$ cat src/rtl/game_tick_sync.sv
// game_tick_sync
// Consumer end of the game-clock path. Synchronizes the slow clk_run_i toggle
// into the VGA clock domain and turns its edges into tick requests. A request
// is held until the next vertical-blank rise, then released as a one-cycle
// game tick, so game state only changes between frames. Also counts frames,
// flags coalesced requests, watches for a stalled run clock and supports
// pause/single-step for debug.
//
// Ports:
//   clk            40 MHz VGA clock; all logic runs on its rising edge
//   rst            asynchronous active-high reset
//   clk_run_i      game-run toggle, asynchronous to clk
//   vblank_i       vertical-blank level, synchronous to clk
//   pause_i        1 = suspend normal ticking (debug)
//   step_i         one-cycle pulse; while paused, arms a single tick
//   overrun_clr_i  one-cycle pulse; clears overrun_o
//   tick_o         one-cycle game tick
//   frame_cnt_o    number of ticks issued, wraps
//   pending_o      a tick is waiting for vblank
//   overrun_o      sticky; a request was merged into one already pending
//   stalled_o      no request seen for TIMEOUT_CYC cycles
module game_tick_sync #(
    parameter int SYNC_STAGES = 2,
    parameter int EDGE_MODE   = 0,
    parameter int FRAME_W     = 16,
    parameter int TIMEOUT_CYC = 1500000,
    parameter int TO_W        = 21
) (
    input  logic               clk,
    input  logic               rst,
    input  logic               clk_run_i,
    input  logic               vblank_i,
    input  logic               pause_i,
    input  logic               step_i,
    input  logic               overrun_clr_i,
    output logic               tick_o,
    output logic [FRAME_W-1:0] frame_cnt_o,
    output logic               pending_o,
    output logic               overrun_o,
    output logic               stalled_o
);

    localparam logic [TO_W-1:0] WD_LIMIT = TO_W'(TIMEOUT_CYC);

    logic [SYNC_STAGES-1:0] sync_q;
    logic                   hist_q;
    logic                   vb_q;
    logic                   step_arm;
    logic [TO_W-1:0]        wd_cnt;

    logic                   run_s;
    logic                   req;
    logic                   vb_rise;
    logic                   release_t;
    logic                   pending_d;
    logic                   arm_d;
    logic                   ovr_set;
    logic [TO_W-1:0]        wd_d;

    assign run_s = sync_q[SYNC_STAGES-1];

    always_comb begin
        req       = (EDGE_MODE != 0) ? (run_s ^ hist_q) : (run_s & ~hist_q);
        vb_rise   = vblank_i & ~vb_q;
        release_t = 1'b0;
        pending_d = 1'b0;
        arm_d     = 1'b0;
        ovr_set   = 1'b0;

        if (pause_i) begin
            // Requests are dropped while paused; only a step can arm a tick.
            // step_i while already armed leaves the single arm in place.
            release_t = step_arm & vb_rise;
            arm_d     = release_t ? 1'b0 : (step_arm | step_i);
        end else begin
            // A request landing on the release cycle becomes the new pending
            // tick rather than an overrun.
            release_t = pending_o & vb_rise;
            pending_d = req | (pending_o & ~release_t);
            ovr_set   = req & pending_o & ~release_t;
        end

        if (req) begin
            wd_d = '0;
        end else if (wd_cnt == WD_LIMIT) begin
            wd_d = wd_cnt;
        end else begin
            wd_d = wd_cnt + TO_W'(1);
        end
    end

    always_ff @(posedge clk or posedge rst) begin
        if (rst) begin
            sync_q      <= '0;
            hist_q      <= 1'b0;
            vb_q        <= 1'b0;
            step_arm    <= 1'b0;
            wd_cnt      <= '0;
            tick_o      <= 1'b0;
            frame_cnt_o <= '0;
            pending_o   <= 1'b0;
            overrun_o   <= 1'b0;
            stalled_o   <= 1'b0;
        end else begin
            sync_q    <= {sync_q[SYNC_STAGES-2:0], clk_run_i};
            hist_q    <= run_s;
            vb_q      <= vblank_i;
            step_arm  <= arm_d;
            pending_o <= pending_d;
            wd_cnt    <= wd_d;
            stalled_o <= (wd_cnt == WD_LIMIT);
            tick_o    <= release_t;
            if (release_t) begin
                frame_cnt_o <= frame_cnt_o + FRAME_W'(1);
            end
            // A set in the same cycle as a clear wins.
            overrun_o <= ovr_set | (overrun_o & ~overrun_clr_i);
        end
    end

endmodule
$ cat config.mk
export PLATFORM = sky130hd
export DESIGN_NAME = game_tick_sync
export DESIGN_NICKNAME = d
export VERILOG_FILES = /design/src/rtl/game_tick_sync.sv
export SDC_FILE = /design/constraint.sdc
export NUM_CORES = 1
export LEC_CHECK = 0
export CELL_PAD_IN_SITES_DETAIL_PLACEMENT = 1
export CELL_PAD_IN_SITES_GLOBAL_PLACEMENT = 1
export CORE_UTILIZATION = 40
export CTS_CLUSTER_DIAMETER = 30
export CTS_CLUSTER_SIZE = 10
export DETAILED_ROUTE_END_ITERATION = 7
export PLACE_DENSITY_LB_ADDON = 0.1
export SLEW_MARGIN = 10
export SYNTH_ARGS = -nofsm -noshare
export SYNTH_HDL_FRONTEND = slang
export SYNTH_SLANG_ARGS = --single-unit
export TNS_END_PERCENT = 10
$ cat constraint.sdc
create_clock -name clk -period 1.7 [get_ports clk]
set_input_delay 0.17 -clock clk [delete_from_list [all_inputs] [get_ports clk]]
set_output_delay 0.17 -clock clk [all_outputs]
set_load 0.02 [all_outputs]
Word level (Yosys, flattened, before mapping)
Index checks and enable logic that the tools add are counted.
- add/subtract/negate cells: 2
- multiply operators: 0
- divide/modulo/power cells: 0
- magnitude comparators: 0
- eq/ne operators: 2
- shift-type cells: 0
- mux-type cells: 7
- bitwise gates (word level): 15
- reduce and logical (&&, ||, !) cells: 0
- operator list (operator ; count):
    $mux 21 ; 2
    $add 21x1->21 const B ; 1
    $eq 21x21->1 const B ; 1
    $add 16x1->16 const B ; 1
    $and 1x1->1 ; 8
    $mux 1 ; 5
    $not 1->1 ; 4
    $or 1x1->1 ; 3
    $ne 2x2->1 const B ; 1
- bits in registers: 46
- latch bits: 0
- memory bits (writable): 0
- memory bits (read-only): 0
- input port bits: 7
- output and inout bits: 20
- logic and storage cells: 36
- memories: 0

Longest topological paths before layout
Gate-level depths: netlist (run 1).
- depth in word-level cells: 7
- gate-level depth with buffers: 6
- gate-level depth less buffers: 6

Least setup slack after synthesis (run 1)
OpenSTA, ideal clock, no wires.
- path type: reg2reg
- start: register wd_cnt[0]
- end: register wd_cnt[18]
- library setup time: 0.120 ns
- arrival: 1.372 ns
- data required time: 1.580 ns
- setup slack: 0.208 ns
- cell stages (with the launch flop): 6
- buffers on the path: 0
- clock period less this slack: 1.492 ns
- cells stage by stage: dfrtp_1 -> ha_1 -> nand4_1 -> nor2_1 -> a31oi_1 -> a41o_1
- cells in the longest elaborated chain, start to end: 3
- elaborated cells between the ends (all ways): 5
- those cells by class: add/sub (1); eq/ne (2); mux (2)
- RTL lines (item ; RTL line ; text):
    start, declared ; 49 ; logic [TO_W-1:0] wd_cnt;
    start signal, assigned ; 110 ; wd_cnt <= wd_d;
    $add 21x1->21 ; 88 ; wd_d = wd_cnt + TO_W'(1);
    $mux 21 ; 85 ; end else if (wd_cnt == WD_LIMIT) begin
    $mux 21 ; 83 ; if (req) begin
Parallel ways exist; a longest one is shown, timed or not. The select of a mux whose other input is x is not followed.
A chain may end at the register's enable or synchronous reset.

Final worst setup path (run 1)
- start: register wd_cnt[0]
- end: register wd_cnt[20]
The elaborated chain is that of the path after synthesis.

==> results.cfg, run 1 <==
[placement]
hpwlAfterDp_um = 3560
placed_area_um2 = 2530
placement.io_buffers = 26
globalplace.congestion = 0.820

[clock_tree]
clk_pin_slew_ns = 0.09
cts_tree = built
cts_max_level = 2
cts.sinks = 46
cts_max_path_buffers = 2
cts_buffers = 5
insertion_delay_ns = 0.30
cts_hold_buf = 0
clockRootBuffer = clkbuf_8

[cells_and_area]
final_area_um2 = 2660
drive_gt1_frac = 0.120
final_common_cell = dfrtp_1
nNetsFinal = 251
layout_common_cells = dfrtp_1 (46), clkdlybuf4s50_1 (26), nand2_1 (20)
n_fill_cell = 581
synthToLayoutAreaGrowth_pct = 25.7
n_antenna_cell = 0

[pwr]
pwr-share-comb = 0.159
swShare = 0.280
powerDensity_nw_per_um2 = 950
max-vdd-ir-drop_mv = 0.648
power_uw = 2530
seqPwrFrac = 0.509
p_leak_uw = 0.00114
clkPwrFrac = 0.332
p_switching_uw = 709
intPower_uw = 1820

[sta]
fin_skew_ns = 0.00313
min_period_ns = 1.62
slew_headroom = 0.697
finalSetupViolations = 0
rsz0062_at_grt = no
worstMarginPinSlew_ns = 0.450
drv_slew = 0
hold_viol_final = 0
timing.fmax_mhz = 617
period_share = 0.954

[route]
ant_nets = 0
drt_pass1_iterations = 4
drt_drc_violations_left = 0
drt_iter0_drc = 85
drt_wl_total_um = 4930
num_vias = 1659
routedWlPerCell_um = 15.8
viasPerCell = 5.32

[floorplanning]
num_rows = 26
fp.dieW_um = 74.8
die_area_um2 = 5590
pin_count = 27
core_region_area_um2 = 5110
start_util = 0.415
fp.dieH_um = 74.8

[critical_path]
start_kind = register
crit_type = register to register
cp-end-kind = register
cp_max_fo = 5
crit_arrival_ns = 1.82
cp.required_ns = 1.90

[global_route]
grt_max_degree = 38
grt_pass1_wl_um = 8490
first_global_vias = 1809
grt-ovfl-total = 0
antenna_found_initial = 0
grt_use_total = 0.202

[synth]
synth_fp_nets = 211
yosys_most_used_dff = dfrtp_1
synth-edff-count = 0
syn_area_um2 = 2120
synth.area.top_cells = dfrtp_1 (54%), xnor2_1 (7.9%), nor2_1 (3.7%)
post_synth.cell_area_avg_um2 = 10.5
synth_cells = 201
synth.yosys.seq_area_share = 0.544
synth_area_leader_cell = dfrtp_1
async_reset_ff_frac = 1.00
synth_top_area_frac = 0.544
yosysWarnings = 0
yosysUniqueCellTypes = 37
synth-seq-cells = 46

[hold_path]
hold_class = input pin to async pin

[outcome]
status = complete, no violations

[flow_run]
maxCapViolations = 0
==> final cells by class <==
class	count	area, um^2	share of cell area
Sequential cell	46	1150	0.433
Multi-Input combinational cell	145	932	0.350
Timing Repair Buffer	37	355	0.134
Tap cell	70	87.6	0.0329
Clock buffer	5	68.8	0.0259
Clock inverter	3	43.8	0.0165
Inverter	6	22.5	0.00846
==> Yosys cell counts (2+ instances only) <==
master / count
inv_1: 6
a31o_2: 2
nor2_1: 21
dfrtp_1: 46
xor2_1: 8
nor4_1: 2
a21oi_1: 5
mux2i_1: 4
xnor2_1: 19
nor2b_1: 2
nand4_1: 9
or4_1: 2
and4_1: 2
ha_1: 3
and3_1: 4
nand3_1: 15
clkbuf_1: 3
nand2_1: 20
nor3_1: 7
nand2b_1: 3
o21ai_0: 2
==> power by group through the flow <==
| stage | logic (uW) | clock network (uW) | registers, uW |
|---|---|---|---|
| global placement | 384 | 0 | 1300 |
| finish | 402 | 839 | 1290 |
| floorplan | 166 | 0 | 1340 |
| detailed placement | 405 | 0 | 1310 |
| global route | 442 | 913 | 1300 |
| CTS | 407 | 867 | 1290 |
==> per-stage QoR <==
stage                     TNS (ns)  setup WS [ns]   util  hold slack [ns]  cells
final                            0         0.0782  0.521            0.103    312
after global routing             0        0.00911  0.521            0.122    312
after CTS                        0         0.0226  0.518            0.104    311
after detailed placement   -0.0129        -0.0129  0.495            0.336    303
after global placement           0         0.0551  0.495            0.333    303
after floorplan                  0          0.208      -            0.201    201
==> kinds of logic (layout without fill, tap and decap cells) <==
logic type / Yosys count / in the layout / share of synthesized area
buf+inv: 10 / 51 / 0.0213
xor+xnor: 27 / 27 / 0.112
fa+ha+maj: 3 / 3 / 0.0177
compound gates: 16 / 16 / 0.0514
flops: 46 / 46 / 0.544
mux: 5 / 5 / 0.0242
simple gates: 94 / 94 / 0.230
==> critical path, cell delays in order (launching register included) <==
cell and delay (ns):
dfrtp_1 0.42, ha_1 0.21, nand4_1 0.14, buf_4 0.19, nor3_1 0.24, a21oi_1 0.10
a31o_2 0.21
==> what timing repair did <==
item,CTS,global route
buffers inserted,0,1
gates resized for setup,1,2
hold endpoints to repair,0,0
gates cloned,0,0
setup endpoints to repair,1,7
==> path summary, 6_finish.rpt <==
path | from | endpoint | slack, ns | cells past startpoint
worst max-delay path | wd_cnt[0] | wd_cnt[20] | 0.08 | 6
worst max register to register | wd_cnt[0] | wd_cnt[20] | 0.08 | 6
min in group clk | clk_run_i | sync_q[0] | 0.30 | 1
worst min-delay path | rst | frame_cnt_o[9] | 0.10 | 2
worst min register to register | sync_q[0] | sync_q[1] | 0.36 | 0
max in group asynchronous | rst | wd_cnt[12] | 1.11 | 3
==> metal layers <==
metal	up-vias	GRT usage	share of wire
li1	773	-	-
met1	843	0.244	0.43
met2	33	0.354	0.51
met3	10	0.0522	0.035
met4	0	0.0608	0.017
met5	-	0	0
==> flip-flops by register name, summed over array words and instances (netlist names) <==
name / flops
stalled_o: 1
pending_o: 1
step_arm: 1
vb_q: 1
wd_cnt: 21
hist_q: 1
frame_cnt_o: 16
tick_o: 1
overrun_o: 1
sync_q: 2
Power figures use the tool's default switching activity.
==> run 2: changes to the inputs <==
- SKIP_LAST_GASP: unset -> 1
==> results.cfg, run 2 (synthesized netlist as in run 1, its figures left out) <==
[sta]
drv_slew = 0
hold_viol_final = 0
fin_skew_ns = 0.00272
whs_ns = 0.105
slew_headroom = 0.700
finalSetupViolations = 0
timing.fmax_mhz = 609
rsz0062_at_grt = yes
period_share = 0.966
min_period_ns = 1.64
worstMarginPinSlew_ns = 0.446
setup_tns_ns = 0

[placement]
hpwlAfterDp_um = 3560
placement.io_buffers = 26
globalplace.congestion = 0.820

[pwr]
p_leak_uw = 0.00114
swShare = 0.279
power_uw = 2520
pwr-share-comb = 0.159
clkPwrFrac = 0.332
max-vdd-ir-drop_mv = 0.647
p_switching_uw = 705
seqPwrFrac = 0.510
powerDensity_nw_per_um2 = 951
intPower_uw = 1820

[floorplanning]
pin_count = 27
fp.dieH_um = 74.8
num_rows = 26
die_area_um2 = 5590
start_util = 0.415
fp.dieW_um = 74.8
core_region_area_um2 = 5110

[route]
drt_wl_total_um = 4880
drt_drc_violations_left = 0
viasPerCell = 5.29
ant_nets = 0
drt_iter0_drc = 85
num_vias = 1651
drt_pass1_iterations = 4
routedWlPerCell_um = 15.7

[cells_and_area]
top_register = wd_cnt
post-route-util = 0.519
n_antenna_cell = 0
nNetsFinal = 251
n_fill_cell = 584
layout_common_cells = dfrtp_1 (46), clkdlybuf4s50_1 (26), nand2_1 (20), nor2_1 (20), xnor2_1 (19)
largest_reg_flops = 21
final_common_cell = dfrtp_1
synthToLayoutAreaGrowth_pct = 25.3
drive_gt1_frac = 0.112
reg_top3 = wd_cnt x21, frame_cnt_o x16, sync_q x2

[clock_tree]
insertion_delay_ns = 0.30
cts_hold_buf = 0
clk_pin_slew_ns = 0.09
cts_max_level = 2
cts_max_path_buffers = 2
cts_tree = built
cts_buffers = 5
cts.sinks = 46
clockRootBuffer = clkbuf_8

[global_route]
antenna_found_initial = 0
first_global_vias = 1809
grt_pass1_wl_um = 8490
grt_max_degree = 38
grt-ovfl-total = 0
grt_use_total = 0.202

[critical_path]
crit_type = register to register
cp-end-kind = register
cp.required_ns = 1.93
start_kind = register
crit_arrival_ns = 1.87
cp_max_fo = 6

[hold_path]
hold_class = input pin to async pin

[flow_run]
maxCapViolations = 0

[outcome]
status = complete, no violations
## run 2: critical path: stages (launching register included)
cell,delay (ns)
dfrtp_1,0.45
nand2_1,0.11
or4_1,0.60
nor2_1,0.21
mux2i_1,0.20
## run 2: cell type report
type	instances	area, um^2	share of cell area
inverters	6	22.5	0.00849
well taps	70	87.6	0.0330
multi-input cells	145	923	0.348
clock inverters	3	43.8	0.0165
flip-flops and latches	46	1150	0.434
clock buffers	5	68.8	0.0259
repair buffers	37	355	0.134
## run 2: worst paths after layout
path	to	depth (start not counted)	from	slack, ns
worst max-delay path	wd_cnt[0]	4	wd_cnt[8]	0.06
worst min-delay path	frame_cnt_o[9]	2	rst	0.10
worst max register to register	wd_cnt[0]	4	wd_cnt[8]	0.06
worst min register to register	sync_q[1]	0	sync_q[0]	0.36
max in group asynchronous	wd_cnt[10]	3	rst	1.11
min in group clk	sync_q[0]	1	clk_run_i	0.30
## run 2: through the flow
step	cells	cell area [um^2]	worst slack (ns)
after global routing	312	2650	-0.0215
after CTS	311	2650	0.0226
after global placement	303	2530	0.0551
final	312	2650	0.0571
after detailed placement	303	2530	-0.0129
after floorplan	201	2120	0.208
## run 2: power by group through the flow
stage               logic, uW  clock network, uW  registers, uW
finish                    401                837           1290
global route              442                913           1300
CTS                       407                867           1290
detailed placement        405                  0           1310
global placement          384                  0           1300
floorplan                 166                  0           1340
## run 2: what timing repair did
item	in CTS	in global routing
endpoints found under the setup margin	1	7
setup buffers	0	1
gates resized for setup	1	0
## run 2: routing by layer
| layer | global-route usage | vias to the layer above | wire (um) |
|---|---|---|---|
| met2 | 0.354 | 35 | 2540 |
| met4 | 0.0608 | 0 | 92 |
| met3 | 0.0522 | 11 | 164 |
| li1 | - | 774 | - |
| met5 | 0 | - | 0 |
| met1 | 0.244 | 831 | 2090 |
==> run 3: changes to the inputs <==
==> constraint.sdc (replaced) <==
create_clock -name clk -period 1.7 [get_ports clk]
set_input_delay 0.17 -clock clk [delete_from_list [all_inputs] [get_ports clk]]
set_output_delay 0.17 -clock clk [all_outputs]
set_load 0.1 [all_outputs]
==> results.cfg, run 3 (synthesized netlist as in run 1, its figures left out) <==
[sta]
worstMarginPinSlew_ns = 0.651
fin_skew_ns = 0.00737
hold_viol_final = 0
rsz0062_at_grt = yes
timing.fmax_mhz = 608
whs_ns = 0.173
worst_slack_ns = 0.0551
slew_headroom = 0.563
drv_slew = 0
finalSetupViolations = 0
min_period_ns = 1.64
period_share = 0.968

[global_route]
grt_use_total = 0.215
grt_pass1_wl_um = 8780
grt-ovfl-total = 0
first_global_vias = 1849
grt_max_degree = 18
antenna_found_initial = 0

[floorplanning]
fp.dieH_um = 74.8
pin_count = 27
core_region_area_um2 = 5110
num_rows = 26
die_area_um2 = 5590
start_util = 0.415
fp.dieW_um = 74.8

[critical_path]
crit_start = wd_cnt[0]
cp_max_fo = 5
start_kind = register
crit_type = register to register
r2r-start = wd_cnt[0]
cp.required_ns = 1.90
cp-end-kind = register
crit_arrival_ns = 1.85

[clock_tree]
cts_buffers = 5
clk_pin_slew_ns = 0.09
clockRootBuffer = clkbuf_8
cts_max_path_buffers = 2
cts.sinks = 46
insertion_delay_ns = 0.31
cts_max_level = 2
cts_tree = built

[route]
viasPerCell = 5.40
routedWlPerCell_um = 16.4
drt_pass1_iterations = 4
drt_drc_violations_left = 0
drt_wl_total_um = 5150
ant_nets = 0
num_vias = 1696
drt_iter0_drc = 44

[flow_run]
maxCapViolations = 0

[cells_and_area]
final_cells = 314
final_area_um2 = 2860
synthToLayoutAreaGrowth_pct = 35.3
layout_common_cells = dfrtp_1 (33), nand2_1 (20), xnor2_1 (19), nor2_1 (19), buf_12 (18)
n_antenna_cell = 0
largest_reg_flops = 21
final_common_cell = dfrtp_1
drive_gt1_frac = 0.254
top_register = wd_cnt
reg_top3 = wd_cnt x21, frame_cnt_o x16, sync_q x2
nNetsFinal = 253

[placement]
placed_area_um2 = 2750
globalplace.congestion = 0.827
place_ws_ns = -0.104
dp.cells = 306
placement.io_buffers = 26
hpwlAfterDp_um = 3880

[hold_path]
hold_class = input pin to async pin

[pwr]
p_leak_uw = 0.00121
power_uw = 2910
powerDensity_nw_per_um2 = 1010
max-vdd-ir-drop_mv = 1.21

[outcome]
status = complete, no violations
-- run 3: routing by layer --
metal,vias to the layer above,wire (um),GRT usage
met5,-,0,0
met4,0,110,0.0985
met3,10,190,0.0616
met2,30,2690,0.360
met1,867,2160,0.255
li1,789,-,-
-- run 3: repair_timing --
action / in CTS / in global routing
hold buffers: 0 / 0
endpoints found under the setup margin: 0 / 7
gates resized for setup: 0 / 2
setup buffers: 0 / 0
hold endpoints to repair: 0 / 0
-- run 3: path summary, 6_finish.rpt --
check | slack (ns) | cells after the start | to
max in group asynchronous | 0.98 | 3 | wd_cnt[5]
hold reg to reg | 0.37 | 0 | sync_q[1]
setup reg to reg | 0.06 | 6 | wd_cnt[12]
min in group clk | 0.31 | 1 | sync_q[0]
setup / recovery | 0.06 | 6 | wd_cnt[12]
hold / removal | 0.17 | 2 | frame_cnt_o[15]
-- run 3: worst max-delay path, stage by stage, from the launching register on --
cell and delay [ns]:
dfrtp_1 0.41, ha_1 0.19, nand4_1 0.21, buf_4 0.22
nor3_1 0.29, xnor2_1 0.16, nor2_1 0.06
-- run 3: layout make-up --
class / count / area, um^2
clock buffer: 6 / 72.6
clock inverter: 2 / 37.5
fill: 558 / 2240
inverter: 6 / 22.5
multi-input combinational: 145 / 926
sequential: 46 / 1180
tap: 70 / 87.6
timing repair buffer: 39 / 533
-- run 3: metrics by stage --
stage          utilization  setup TNS [ns]
6_report             0.561               0
3_5_place_dp         0.538          -0.267
5_1_grt              0.561          -0.182
2_1_floorplan            -               0
3_3_place_gp         0.538               0
4_1_cts              0.560               0
-- run 3: power breakdown --
group	switching, uW	internal (uW)	leakage, uW
sequential	143	1200	0.000599
clock	385	439	0.0000514
combinational	459	281	0.000561
